`src/rtl/reg_write_arbiter.sv`:
```
// Round-robin arbiter sharing the load port of one register among four requesters.
// Clear requests take priority; an optional idle gap is enforced after every load.
module reg_write_arbiter #(
    parameter int unsigned WIDTH = 32,
    parameter int unsigned GAP   = 0
) (
    input  logic               clk_i,
    input  logic               reset_i,
    input  logic [3:0]         req_i,
    input  logic [4*WIDTH-1:0] req_data_i,
    input  logic               clr_i,
    output logic [3:0]         ack_o,
    output logic               reg_load_o,
    output logic [WIDTH-1:0]   reg_data_o,
    output logic               reg_clear_o,
    output logic [1:0]         grant_id_o,
    output logic [15:0]        write_count_o,
    output logic               busy_o
);

    localparam logic [0:0] StArb     = 1'b0;
    localparam logic [0:0] StHoldoff = 1'b1;

    logic [0:0]       state_q, state_d;
    logic [3:0]       gap_cnt_q, gap_cnt_d;
    logic [1:0]       ptr_q, ptr_d;
    logic [3:0]       ack_q, ack_d;
    logic             load_q, load_d;
    logic [WIDTH-1:0] data_q, data_d;
    logic             clear_q, clear_d;
    logic [15:0]      count_q, count_d;
    logic             busy_q, busy_d;

    logic [3:0] eligible;
    logic       found;
    logic [1:0] win;
    logic [1:0] idx;

    // The requester acked this cycle is masked so a held req is not granted twice.
    assign eligible = req_i & ~ack_q;

    always_comb begin
        found = 1'b0;
        win   = ptr_q;
        idx   = ptr_q;
        for (int k = 1; k <= 4; k++) begin
            idx = ptr_q + 2'(k);
            if (!found && eligible[idx]) begin
                found = 1'b1;
                win   = idx;
            end
        end
    end

    always_comb begin
        state_d   = state_q;
        gap_cnt_d = gap_cnt_q;
        ptr_d     = ptr_q;
        ack_d     = 4'b0000;
        load_d    = 1'b0;
        data_d    = data_q;
        clear_d   = 1'b0;
        count_d   = count_q;
        // busy lags the state by one cycle so it covers exactly the idle cycles after a load.
        busy_d    = (state_q == StHoldoff);
        case (state_q)
            StArb: begin
                if (clr_i) begin
                    clear_d = 1'b1;
                end else if (found) begin
                    load_d     = 1'b1;
                    data_d     = req_data_i[win*WIDTH +: WIDTH];
                    ack_d[win] = 1'b1;
                    ptr_d      = win;
                    count_d    = count_q + 16'd1;
                    if (GAP > 0) begin
                        state_d   = StHoldoff;
                        gap_cnt_d = 4'(GAP - 1);
                    end
                end
            end
            StHoldoff: begin
                if (gap_cnt_q == 4'd0) begin
                    state_d = StArb;
                end else begin
                    gap_cnt_d = gap_cnt_q - 4'd1;
                end
            end
            default: state_d = StArb;
        endcase
    end

    always_ff @(posedge clk_i) begin
        if (reset_i) begin
            state_q   <= StArb;
            gap_cnt_q <= 4'd0;
            ptr_q     <= 2'd3;
            ack_q     <= 4'b0000;
            load_q    <= 1'b0;
            data_q    <= '0;
            clear_q   <= 1'b0;
            count_q   <= 16'd0;
            busy_q    <= 1'b0;
        end else begin
            state_q   <= state_d;
            gap_cnt_q <= gap_cnt_d;
            ptr_q     <= ptr_d;
            ack_q     <= ack_d;
            load_q    <= load_d;
            data_q    <= data_d;
            clear_q   <= clear_d;
            count_q   <= count_d;
            busy_q    <= busy_d;
        end
    end

    assign ack_o         = ack_q;
    assign reg_load_o    = load_q;
    assign reg_data_o    = data_q;
    assign reg_clear_o   = clear_q;
    assign grant_id_o    = ptr_q;
    assign write_count_o = count_q;
    assign busy_o        = busy_q;

endmodule
```
`config.mk`:
```
export PLATFORM = sky130hd
export DESIGN_NAME = reg_write_arbiter
export DESIGN_NICKNAME = d
export VERILOG_FILES = /design/src/rtl/reg_write_arbiter.sv
export SDC_FILE = /design/constraint.sdc
export NUM_CORES = 1
export LEC_CHECK = 0
export BUFFER_PORTS_ARGS = -buffer_cell sky130_fd_sc_hd__buf_2
export CELL_PAD_IN_SITES_DETAIL_PLACEMENT = 1
export CELL_PAD_IN_SITES_GLOBAL_PLACEMENT = 1
export CORE_MARGIN = 8
export CORE_UTILIZATION = 32
export CTS_BUF_LIST = sky130_fd_sc_hd__clkbuf_8
export DETAILED_ROUTE_END_ITERATION = 6
export HOLD_SLACK_MARGIN = 0.03
export MAX_ROUTING_LAYER = met4
export PLACE_DENSITY = 0.89
export SKIP_CTS_REPAIR_TIMING = 1
export SYNTH_ARGS = -nofsm -noshare
export SYNTH_HDL_FRONTEND = slang
export SYNTH_SLANG_ARGS = --single-unit
```
`constraint.sdc`:
```
create_clock -name clk_i -period 2.2 [get_ports clk_i]
set_input_delay 0.11 -clock clk_i [delete_from_list [all_inputs] [get_ports clk_i]]
set_output_delay 0.11 -clock clk_i [all_outputs]
set_load 0.01 [all_outputs]
```
[Yosys cells after proc, flatten, opt, wreduce, memory -nomap -nowiden]
Cells that the tools add are included.
Operators by class
  shifts and indexed selects: 1
  add/sub/neg operators: 5
  multiplexer cells: 21
  bitwise logic cells: 6
  $lt $le $gt $ge: 6
  reductions and logical operators: 14
Operator list (count)
  $shiftx A128 B8 Y32: 1
  $add A16 B1 Y16 const B: 1
  $lt A2 B3 Y1 const B: 5
  $mux W1: 12
  $bmux W1 S2: 4
  $mux W2: 4
  $add A2 B2 Y2 const B: 2
  $and A4 B4 Y4: 1
  $logic_and A1 B1 Y1: 4
  $logic_not A4 Y1: 1
  $not A1 Y1: 4
  $not A4 Y4: 1
  $reduce_or A2 Y1: 2
  $reduce_or A4 Y1: 1
  $sub A4 B1 Y4 const B: 1
  $logic_not A1 Y1: 3
  $reduce_and A3 Y1: 1
  $reduce_or A3 Y1: 1
  $add A2 B1 Y2 const B: 1
  $demux W1 S2: 1
  $ge A2 B1 Y1 const B: 1
  $reduce_and A2 Y1: 1
Word-level totals
  register bits after elaboration: 62
  output and inout port bits: 57
  word-level logic and storage cells: 62

[Depth between registers and ports, before layout]
Gate-level depths: netlist of the first run.
  depth in word-level cells: 18
  depth in mapped cells: 7
  depth with buffers taken out: 7

[Worst setup path before layout of the first run]
Ideal clock, no wire load.
  path kind: flip-flop to flip-flop
  from: register ack_q[1] (netlist: ack_o[1])
  to: register data_q[10] (netlist: reg_data_o[10])
  stages on the path, launching flop included: 8
  required time: 2.083 ns
  setup time: 0.117 ns
  slack: 0.128 ns
  arrival time: 1.955 ns
  cell sequence: dfxtp_1 > and2b_2 > a22oi_1 > o221a_2 > buf_6 > buf_6 > mux4_2 > a22o_1
Between the ends
  cells in the longest elaborated chain, start to end: 15
  elaborated cells between the ends (all ways): 26
  those cells by class: shift (1); mux (16); bitwise (2); reduce/logical (7)
RTL lines
  start: declaration: line 27  | logic [3:0] ack_q, ack_d;
  start signal: assignment: line 108  | ack_q <= ack_d;
  $not A4 Y4 (*): line 40  | assign eligible = req_i & ~ack_q;
  $and A4 B4 Y4 (*): line 40
  $bmux W1 S2: line 48  | if (!found && eligible[idx]) begin
  $mux W1 (not written as such): line 48
  $mux W1: line 48
  $logic_not A1 Y1: line 48
  $logic_and A1 B1 Y1: line 48
  $mux W1: line 48
  $logic_not A1 Y1: line 48
  $logic_and A1 B1 Y1: line 48
  $mux W1: line 48
  $logic_not A1 Y1: line 48
  $logic_and A1 B1 Y1: line 48
  $mux W2 or $mux W1 (tied branches): line 48
  $shiftx A128 B8 Y32 or $reduce_and A3 Y1 (tied branches)
  end signal: assignment: line 110  | data_q <= data_d;
  end: declaration: line 29  | logic [WIDTH-1:0] data_q, data_d;
Every way passes the cells marked *; elsewhere a longest branch is shown, timed or not. The select of a mux whose other input is x is not followed.
A chain may end at the register's enable or synchronous reset.

[Worst setup path in the final report of the first run]
  from: register ack_q[2] (netlist: ack_o[2])
  to: register data_q[16] (netlist: reg_data_o[16])
Same word-level chain as after synthesis.

==> flow_metrics.env, run 1 <==
export IMPL_status="finished clean"
export IMPL_tritoncts="built"
export IMPL_dp_cells=569
export IMPL_synth_yosys_seq_area_share=0.405
export IMPL_port_buffers=191
export IMPL_synth_main_ff_cell="dfxtp_1"
export IMPL_synth_edf_count=0
export IMPL_avgViaCountPerCell=5.08
export IMPL_synth_area_um2=3060
export IMPL_routabilityCongestion=0.781
export IMPL_num_nets_final=590
export IMPL_synth_top_family_by_area="multiplexers"
export IMPL_wl_um=11800
export IMPL_yosys_area_share_simple=0.125
export IMPL_syn_inst=259
export IMPL_crit_chain="nand2b_1 -> a22oi_1 -> o221a_4 -> buf_12 -> mux4_1 -> a22o_1"
export IMPL_area_delta_synth_final_pct=44.2
export IMPL_netlist_top_cells_count="dfxtp_1 (62), a22o_1 (32), mux4_2 (29)"
export IMPL_crit_arrival_ps=2330
export IMPL_required_ps=2420
export IMPL_clk_insertion_delay_late_ps=320
export IMPL_min_path_type="primary input to register"
export IMPL_cts_buffers=9
export IMPL_max_stage_delay_ps=570
export IMPL_root_buffer="clkbuf_8"
export IMPL_start_kind="register"
export IMPL_finalSetupTns_ps=0
export IMPL_worst_pin_slew_ps=487
export IMPL_crit_buf_inv=1
export IMPL_crit_path_end_kind="register"
export IMPL_ant_nets=0
export IMPL_synth_xor_area_share=0.0400
export IMPL_clk_pin_slew_ps=70
export IMPL_synth_fa_ha_area_frac=0.00817
export IMPL_layout_min_cycle_time_ps=2110
export IMPL_clock_fmax_mhz=473
export IMPL_hold_viol_final=0
export IMPL_cts_max_level=3
export IMPL_layout_drive_gt1_share=0.554
export IMPL_synth_area_leaders="dfxtp_1 (41%), mux4_2 (21%), a22o_1 (9.2%)"
export IMPL_p_leak_uw=0.00208
export IMPL_cpMaxStageDelayCell="mux4_1"
export IMPL_synth_distinct_cells=40
export IMPL_slew_viol_final=0
export IMPL_floorplan_die_height_um=114
export IMPL_crit_type="register to register"
export IMPL_wl_per_cell_um=20.2
export IMPL_synth_compound_area_frac=0.137
export IMPL_die_area_um2=13000
export IMPL_cp_max_fo=7
export IMPL_async_flop_share=0
export IMPL_drtIter0Drc=142
export IMPL_start_util=0.330
export IMPL_stdcell_area_um2=4420
export IMPL_dp_hpwl_um=9430
export IMPL_yosysMostFrequentCell="dfxtp_1"
export IMPL_grt_max_degree=38
export IMPL_antenna_found_initial=0
export IMPL_core_um2=9280
export IMPL_ys_warn_count=0
export IMPL_grt_pass1_wl_um=18400
export IMPL_fp_dieW_um=114
export IMPL_syn_area_per_cell_um2=11.8
export IMPL_synth_area_leader_cell="dfxtp_1"
export IMPL_final_cells=587
export IMPL_overflow=0
export IMPL_track_usage=0.185
export IMPL_ir_worst_vdd_v=0.000306
export IMPL_drv_cap=0
export IMPL_synth_top_cell_area_share=0.405
export IMPL_drt_pass1_iterations=4
export IMPL_clock_sinks=62
export IMPL_num_rows=35
export IMPL_syn_nets=396
export IMPL_fin_skew_ps=5.71
export IMPL_synth_mux_area_frac=0.239
export IMPL_setup_violations_final=0
export IMPL_critPathTopFamily="compound AO/OA/AOI/OAI gates"
export IMPL_min_period_over_period=0.961
export IMPL_ioPinCount=192
export IMPL_cts_buffer_depth=2
export IMPL_drc=0
export IMPL_grt_pass1_vias=3593
export IMPL_place_area_um2=4180
export IMPL_ys_seq_elements=62
export IMPL_slew_headroom=0.675
export IMPL_p_per_area_nw_per_um2=691
export IMPL_vias=2984
-- where the power goes --
part | internal (uW) | switching (uW)
Sequential | 1210 | 59.4
Combinational | 520 | 392
Clock | 451 | 417
Total | 2180 | 868
-- worst reg2reg max path: stages (launching register included) --
cell	delay (ps)
dfxtp_1	350
nand2b_1	200
a22oi_1	250
o221a_4	300
buf_12	150
mux4_1	570
a22o_1	190
-- logic make-up after synthesis --
family	count (synthesis)
buf+inv	22
simple gates	74
compound gates	53
mux	32
flops	62
fa+ha+maj	2
xor+xnor	14
-- registers in the layout, summed over array words and instances (netlist names) --
signal	cells
grant_id_o	2
gap_cnt_q	4
ack_o	4
reg_load_o	1
busy_o	1
reg_clear_o	1
write_count_o	16
reg_data_o	32
busy_d	1
-- worst paths after layout --
path                startpoint           endpoint  slack (ps)  cells after the start
max                   ack_o[2]     reg_data_o[16]          90                      6
min                      clr_i        reg_clear_o          60                      2
max reg2reg           ack_o[2]     reg_data_o[16]          90                      6
min reg2reg  write_count_o[15]  write_count_o[15]         470                      2
-- final cells by class --
cell class | instances | area [um2]
fill | 1095 | 4870
antenna | 1 | 2.50
clock buffer | 11 | 151
multi-input combinational | 175 | 1700
timing repair buffer | 202 | 1130
clock inverter | 4 | 16.3
sequential | 62 | 1240
inverter | 3 | 11.3
tap | 129 | 161
-- layout by cell type (no fill, tap or decap), drive strengths merged, types with 2 or more instances in the layout --
cell and n:
ha 2, a22o 32, nor2b 5, nand2 13, nor3 6, nor3b 2, inv 6, nor2 24
mux4 32, nand3 3, dfxtp 62, clkbuf 13, nor4 2, nand4 4, xor2 4, buf 200
o21ai 4, o31ai 2, xnor2 10, a21oi 8, a211o 2, nand2b 4, or3 5
-- stage by stage --
step	setup WS, ps	power (uW)	util	hold WS [ps]
2_1_floorplan	128	1860	-	277
3_3_place_gp	98.9	2130	0.450	390
3_5_place_dp	21.6	2180	0.450	405
4_1_cts	11.9	3060	0.468	43.5
5_1_grt	-40.3	3240	0.475	51.3
6_report	85.4	3050	0.476	64.8
-- routing by layer --
layer  share of wire  track usage
met2            0.54        0.336
met1            0.38        0.187
met3           0.059       0.0534
met5               0            -
met4           0.022       0.0639
Note: power is estimated with default switching activity, not from simulation.
==> run 2, diff against run 1 <==
--- a/config.mk
+++ b/config.mk
@@ -5,11 +5,12 @@
 export SDC_FILE = /design/constraint.sdc
 export NUM_CORES = 1
 export LEC_CHECK = 0
+export ABC_AREA = 1
 export BUFFER_PORTS_ARGS = -buffer_cell sky130_fd_sc_hd__buf_2
 export CELL_PAD_IN_SITES_DETAIL_PLACEMENT = 1
 export CELL_PAD_IN_SITES_GLOBAL_PLACEMENT = 1
 export CORE_MARGIN = 8
-export CORE_UTILIZATION = 32
+export CORE_UTILIZATION = 31
 export CTS_BUF_LIST = sky130_fd_sc_hd__clkbuf_8
 export DETAILED_ROUTE_END_ITERATION = 6
 export HOLD_SLACK_MARGIN = 0.03
==> flow_metrics.env, run 2 <==
export IMPL_worst_slack_ps=175
export IMPL_syn_nets=799
export IMPL_ioPinCount=192
export IMPL_slew_viol_final=0
export IMPL_rsz0062_at_grt="true"
export IMPL_core_um2=12500
export IMPL_die_area_um2=16600
export IMPL_async_flop_share=0
export IMPL_crit_path_end_kind="register"
export IMPL_layout_min_cycle_time_ps=2020
export IMPL_grt_pass1_vias=5143
export IMPL_synth_area_leaders="dfxtp_1 (31%), nand2_1 (27%), nand3_1 (15%)"
export IMPL_root_buffer="clkbuf_8"
export IMPL_routabilityCongestion=0.873
export IMPL_r2r_slack_ps=180
export IMPL_clock_sinks=62
export IMPL_synth_area_um2=3950
export IMPL_grt_pass1_wl_um=24900
export IMPL_worstHoldEndpoint="reg_data_o[20]"
export IMPL_slew_headroom=0.614
export IMPL_syn_inst=662
export IMPL_track_usage=0.193
export IMPL_ir_worst_vdd_v=0.00112
export IMPL_synth_top_cell_area_share=0.314
export IMPL_r2r_end="write_count_o[4]"
export IMPL_max_stage_delay_ps=380
export IMPL_crit_arrival_ps=2260
export IMPL_synth_yosys_seq_area_share=0.314
export IMPL_holdPathStages=5
export IMPL_drc=0
export IMPL_clk_pin_slew_ps=80
export IMPL_routed_wl_met2_um=8000
export IMPL_cp_max_fo=8
export IMPL_floorplan_die_height_um=129
export IMPL_p_per_area_nw_per_um2=1860
export IMPL_drv_cap=0
export IMPL_wl_um=15600
export IMPL_setup_violations_final=0
export IMPL_port_buffers=191
export IMPL_wl_met1_um=6600
export IMPL_cts_buffers=9
export IMPL_synth_area_leader_cell="dfxtp_1"
export IMPL_tritoncts="built"
export IMPL_synth_main_ff_cell="dfxtp_1"
export IMPL_p_leak_uw=0.00295
export IMPL_required_ps=2430
export IMPL_start_util=0.316
export IMPL_syn_area_per_cell_um2=5.97
export IMPL_min_period_over_period=0.920
export IMPL_antenna_found_initial=0
export IMPL_route_met3_wl_um=643
export IMPL_overflow=0
export IMPL_yosysMostFrequentCell="nand2_1"
export IMPL_min_from="req_data_i[20]"
export IMPL_finalPower_uw=9960
export IMPL_dr_max_layer_used="met4"
export IMPL_crit_chain="inv_2 -> nand2_1 -> nand2_1 -> nand3_2 -> nand2_4 -> nand2_2 -> nor2_1 -> nand2_1 -> nand2_4 -> clkinvlp_2 -> nand2_1 -> a22oi_1"
export IMPL_min_path_type="primary input to register"
export IMPL_cpMaxStageDelayCell="dfxtp_2"
export IMPL_netlist_top_cells_count="nand2_1 (279), nand3_1 (122), inv_1 (79)"
export IMPL_avgViaCountPerCell=4.75
export IMPL_fin_skew_ps=10.8
export IMPL_place_ws_ps=24.9
export IMPL_vias=4889
export IMPL_final_common_cell="nand2_1"
export IMPL_layout_drive_gt1_share=0.291
export IMPL_status="finished clean"
export IMPL_wl_per_cell_um=15.2
export IMPL_ys_warn_count=0
export IMPL_grt_max_degree=44
export IMPL_r2r_start="grant_id_o[1]"
export IMPL_num_rows=41
export IMPL_hold_viol_final=0
export IMPL_final_cell_mix="nand2_1 (278), buf_2 (191), nand3_1 (122)"
export IMPL_reg2reg_depth=12
export IMPL_cts_buffer_depth=2
export IMPL_synth_edf_count=0
export IMPL_area_delta_synth_final_pct=35.7
export IMPL_critPathMostFrequentCell="nand2_1"
export IMPL_dp_hpwl_um=12100
export IMPL_worst_pin_slew_ps=574
export IMPL_start_kind="register"
export IMPL_drt_pass1_iterations=4
export IMPL_clk_insertion_delay_late_ps=360
export IMPL_ys_seq_elements=62
export IMPL_largest_reg_flops=32
export IMPL_ant_nets=0
export IMPL_synth_distinct_cells=29
export IMPL_cts_max_level=3
export IMPL_clock_fmax_mhz=494
export IMPL_fp_dieW_um=129
export IMPL_n_antenna_cell=0
export IMPL_crit_type="register to register"
export IMPL_drtIter0Drc=240
export IMPL_num_nets_final=989
[run 2: cell count changes after synthesis, moves of 7 or more]
cell     previous run  this run
a21oi_1             8        17
a22o_1             32         0
buf_2               7        16
buf_4               0         8
inv_1               3        79
mux4_2             29         0
nand2_1            13       279
nand2_2             0         7
nand3_1             3       122
nor2_1             24        17
xnor2_1            10         3
[run 2: report_power, final]
group / leakage, uW / total [uW] / internal [uW] / switching [uW]
registers: 0.000507 / 1580 / 1400 / 182
clock network: 0.000111 / 1180 / 653 / 524
logic: 0.00233 / 7200 / 2470 / 4730
[run 2: worst max-delay path by stage]
stage,startpoint,to,slack (ps)
floorplan,grant_id_o[0],reg_data_o[12],380
global placement,grant_id_o[0],reg_data_o[26],120
detailed placement,grant_id_o[1],write_count_o[8],20
CTS,grant_id_o[1],write_count_o[7],-30
global route,grant_id_o[0],reg_data_o[17],-10
finish,grant_id_o[1],write_count_o[4],180
[run 2: cell families after synthesis]
kind of cell,count (synthesis),synth area share
buf+inv,113,0.133
fa+ha+maj,2,0.00633
simple gates,450,0.494
xor+xnor,7,0.0155
compound gates,28,0.0377
flops,62,0.314
[run 2: final cells by class]
class / instances / area [um2]
Tap cell: 172 / 215
Clock inverter: 7 / 103
Clock buffer: 9 / 124
Inverter: 81 / 313
Fill cell: 1794 / 7150
Timing Repair Buffer: 210 / 1160
Multi-Input combinational cell: 487 / 2200
Timing Repair inverter: 1 / 5.00
Sequential cell: 62 / 1240
[run 2: critical path, delay by kind of cell, from the launching register on]
| family | cells | cell delay [ps] |
|---|---|---|
| and+or+nand+nor | 9 | 990 |
| buffers and inverters | 2 | 430 |
| DFF | 1 | 380 |
| AOI/OAI and AO/OA | 1 | 80 |
[run 2: per-layer routing]
layer  up-vias  track usage
met4         0       0.0809
met3        23       0.0343
met2       120        0.339
met1      2298        0.211
met5         -            -
li1       2448            -
[run 2: metrics by stage]
stage                     instances  TNS [ps]  instance area, um2  hold WS, ps  utilization
after floorplan                 662         0                3950          179            -
after global routing           1029     -27.8                5360         91.7        0.428
after CTS                      1026     -57.6                5320        -28.7        0.425
after detailed placement       1010         0                5090          364        0.407
after global placement         1010         0                5090          354        0.407
final                          1029         0                5360         75.1        0.428
==> run 3, diff against run 2 <==
--- a/config.mk
+++ b/config.mk
@@ -6,13 +6,13 @@
 export NUM_CORES = 1
 export LEC_CHECK = 0
 export ABC_AREA = 1
-export BUFFER_PORTS_ARGS = -buffer_cell sky130_fd_sc_hd__buf_2
 export CELL_PAD_IN_SITES_DETAIL_PLACEMENT = 1
 export CELL_PAD_IN_SITES_GLOBAL_PLACEMENT = 1
 export CORE_MARGIN = 8
-export CORE_UTILIZATION = 31
+export CORE_UTILIZATION = 43
 export CTS_BUF_LIST = sky130_fd_sc_hd__clkbuf_8
 export DETAILED_ROUTE_END_ITERATION = 6
+export DONT_BUFFER_PORTS = 1
 export HOLD_SLACK_MARGIN = 0.03
 export MAX_ROUTING_LAYER = met4
 export PLACE_DENSITY = 0.89
==> flow_metrics.env, run 3 (synthesis results as in run 2) <==
export IMPL_r2r_start="grant_id_o[0]"
export IMPL_overflow=0
export IMPL_final_cell_mix="nand2_1 (278), nand3_1 (122), inv_1 (79)"
export IMPL_cts_max_level=3
export IMPL_power_frac_comb=0.710
export IMPL_clock_sinks=62
export IMPL_wl_um=14000
export IMPL_final_common_cell="nand2_1"
export IMPL_min_from="req_data_i[19]"
export IMPL_vias=4306
export IMPL_sequentialPowerShare=0.182
export IMPL_tritoncts="built"
export IMPL_worst_slack_ps=169
export IMPL_worstHoldEndpoint="reg_data_o[19]"
export IMPL_clk_insertion_delay_late_ps=350
export IMPL_met2_usage=0.388
export IMPL_floorplan_die_height_um=112
export IMPL_status="finished clean"
export IMPL_crit_type="register to register"
export IMPL_fp_dieW_um=112
export IMPL_num_nets_final=805
export IMPL_finalPower_uw=9500
export IMPL_whs_ps=22.0
export IMPL_grt_pass1_wl_um=22000
export IMPL_cts_buffers=9
export IMPL_utilization=0.481
export IMPL_drt_pass1_iterations=4
export IMPL_netSwitchingFraction=0.554
export IMPL_hold_viol_final=0
export IMPL_required_ps=2440
export IMPL_r2r_end="reg_data_o[16]"
export IMPL_n_antenna_cell=0
export IMPL_dp_hpwl_um=10800
export IMPL_drv_cap=0
export IMPL_clk_pin_slew_ps=70
export IMPL_min_period_over_period=0.923
export IMPL_crit_path_end_kind="register"
export IMPL_r2r_slack_ps=170
export IMPL_crit_arrival_ps=2270
export IMPL_track_usage=0.222
export IMPL_switchingPower_uw=5260
export IMPL_layout_min_cycle_time_ps=2030
export IMPL_p_leak_uw=0.00216
export IMPL_die_area_um2=12500
export IMPL_busiest_layer="met2"
export IMPL_avgViaCountPerCell=5.49
export IMPL_start_kind="register"
export IMPL_grtUsageMet3=0.0693
export IMPL_min_path_type="primary input to register"
export IMPL_met1_usage=0.221
export IMPL_ir_worst_vdd_v=0.00120
export IMPL_largest_reg_flops=32
export IMPL_worst_pin_slew_ps=601
export IMPL_setup_violations_final=0
export IMPL_p_int_uw=4240
export IMPL_grt_max_degree=38
export IMPL_routabilityCongestion=0.871
export IMPL_n_fill_cell=1271
export IMPL_grt_pass1_vias=4649
export IMPL_cts_buffer_depth=2
export IMPL_ant_nets=0
export IMPL_finalSetupTns_ps=0
export IMPL_place_ws_ps=-14.5
export IMPL_start_util=0.436
export IMPL_clock_fmax_mhz=492
export IMPL_fin_skew_ps=13.2
export IMPL_p_per_area_nw_per_um2=2180
export IMPL_reg2reg_depth=15
export IMPL_root_buffer="clkbuf_8"
export IMPL_cp_max_fo=18
export IMPL_area_delta_synth_final_pct=10.4
export IMPL_slew_headroom=0.598
export IMPL_p_clk_frac=0.107
export IMPL_num_rows=35
export IMPL_antenna_found_initial=0
export IMPL_port_buffers=0
export IMPL_holdPathStages=4
export IMPL_drtIter0Drc=176
export IMPL_slew_viol_final=0
export IMPL_core_um2=9060
export IMPL_drc=0
export IMPL_ioPinCount=192
export IMPL_layout_drive_gt1_share=0.0892
export IMPL_wl_per_cell_um=17.8
run 3: cell count changes in the layout (fill, tap and decap cells not counted), moves of 2 or more:
cell and delta:
inv_1 +2, inv_6 -4, dlygate4sd3_1 +3, buf_4 +6, buf_2 -191, clkinv_4 +2
run 3: how the worst max path moves through the flow:
stage	slack, ps	endpoint	startpoint
2_1_floorplan	380	reg_data_o[12]	grant_id_o[0]
3_3_place_gp	130	reg_data_o[22]	grant_id_o[1]
3_5_place_dp	-10	reg_data_o[18]	grant_id_o[0]
4_1_cts	-20	reg_data_o[20]	grant_id_o[0]
5_1_grt	-40	write_count_o[14]	write_count_o[0]
6_report	170	reg_data_o[16]	grant_id_o[0]
run 3: worst max-delay path, cell delays in order, from the launching register on:
cell	delay, ps
dfxtp_4	390
inv_6	100
nand2_1	70
nand2_2	110
nand3_2	120
nand2_4	150
nand2_2	80
nand2_1	60
nand2_1	50
nand3_1	70
nand2_1	110
inv_1	100
buf_4	250
nand2_1	120
nand3_1	100
nand2_1	50
run 3: through the flow:
step / cell area, um2 / cells
after global placement: 4100 / 763
final: 4360 / 784
after detailed placement: 4100 / 763
after floorplan: 3950 / 662
after global routing: 4360 / 784
after CTS: 4300 / 779
run 3: routing by layer:
layer / up-vias / wire (um)
met5: - / 0
met4: 0 / 411
met3: 33 / 1100
met2: 151 / 7250
met1: 2035 / 5200
li1: 2087 / -
run 3: cell type report:
type                       instances  area [um2]  area share
timing repair buffer              27         267      0.0611
sequential                        62        1250       0.286
tap                              111         139      0.0318
clock buffer                      10         138      0.0316
inverter                          81         314      0.0720
multi-input combinational        487        2200       0.503
clock inverter                     6        62.6      0.0143
run 3: power by group through the flow:
stage / combinational [uW] / sequential [uW] / clock (uW)
after detailed placement: 6710 / 1750 / 0
final: 6750 / 1730 / 1020
after CTS: 6720 / 1730 / 1040
after floorplan: 5130 / 1660 / 0
after global routing: 7640 / 1770 / 1090
after global placement: 6390 / 1740 / 0
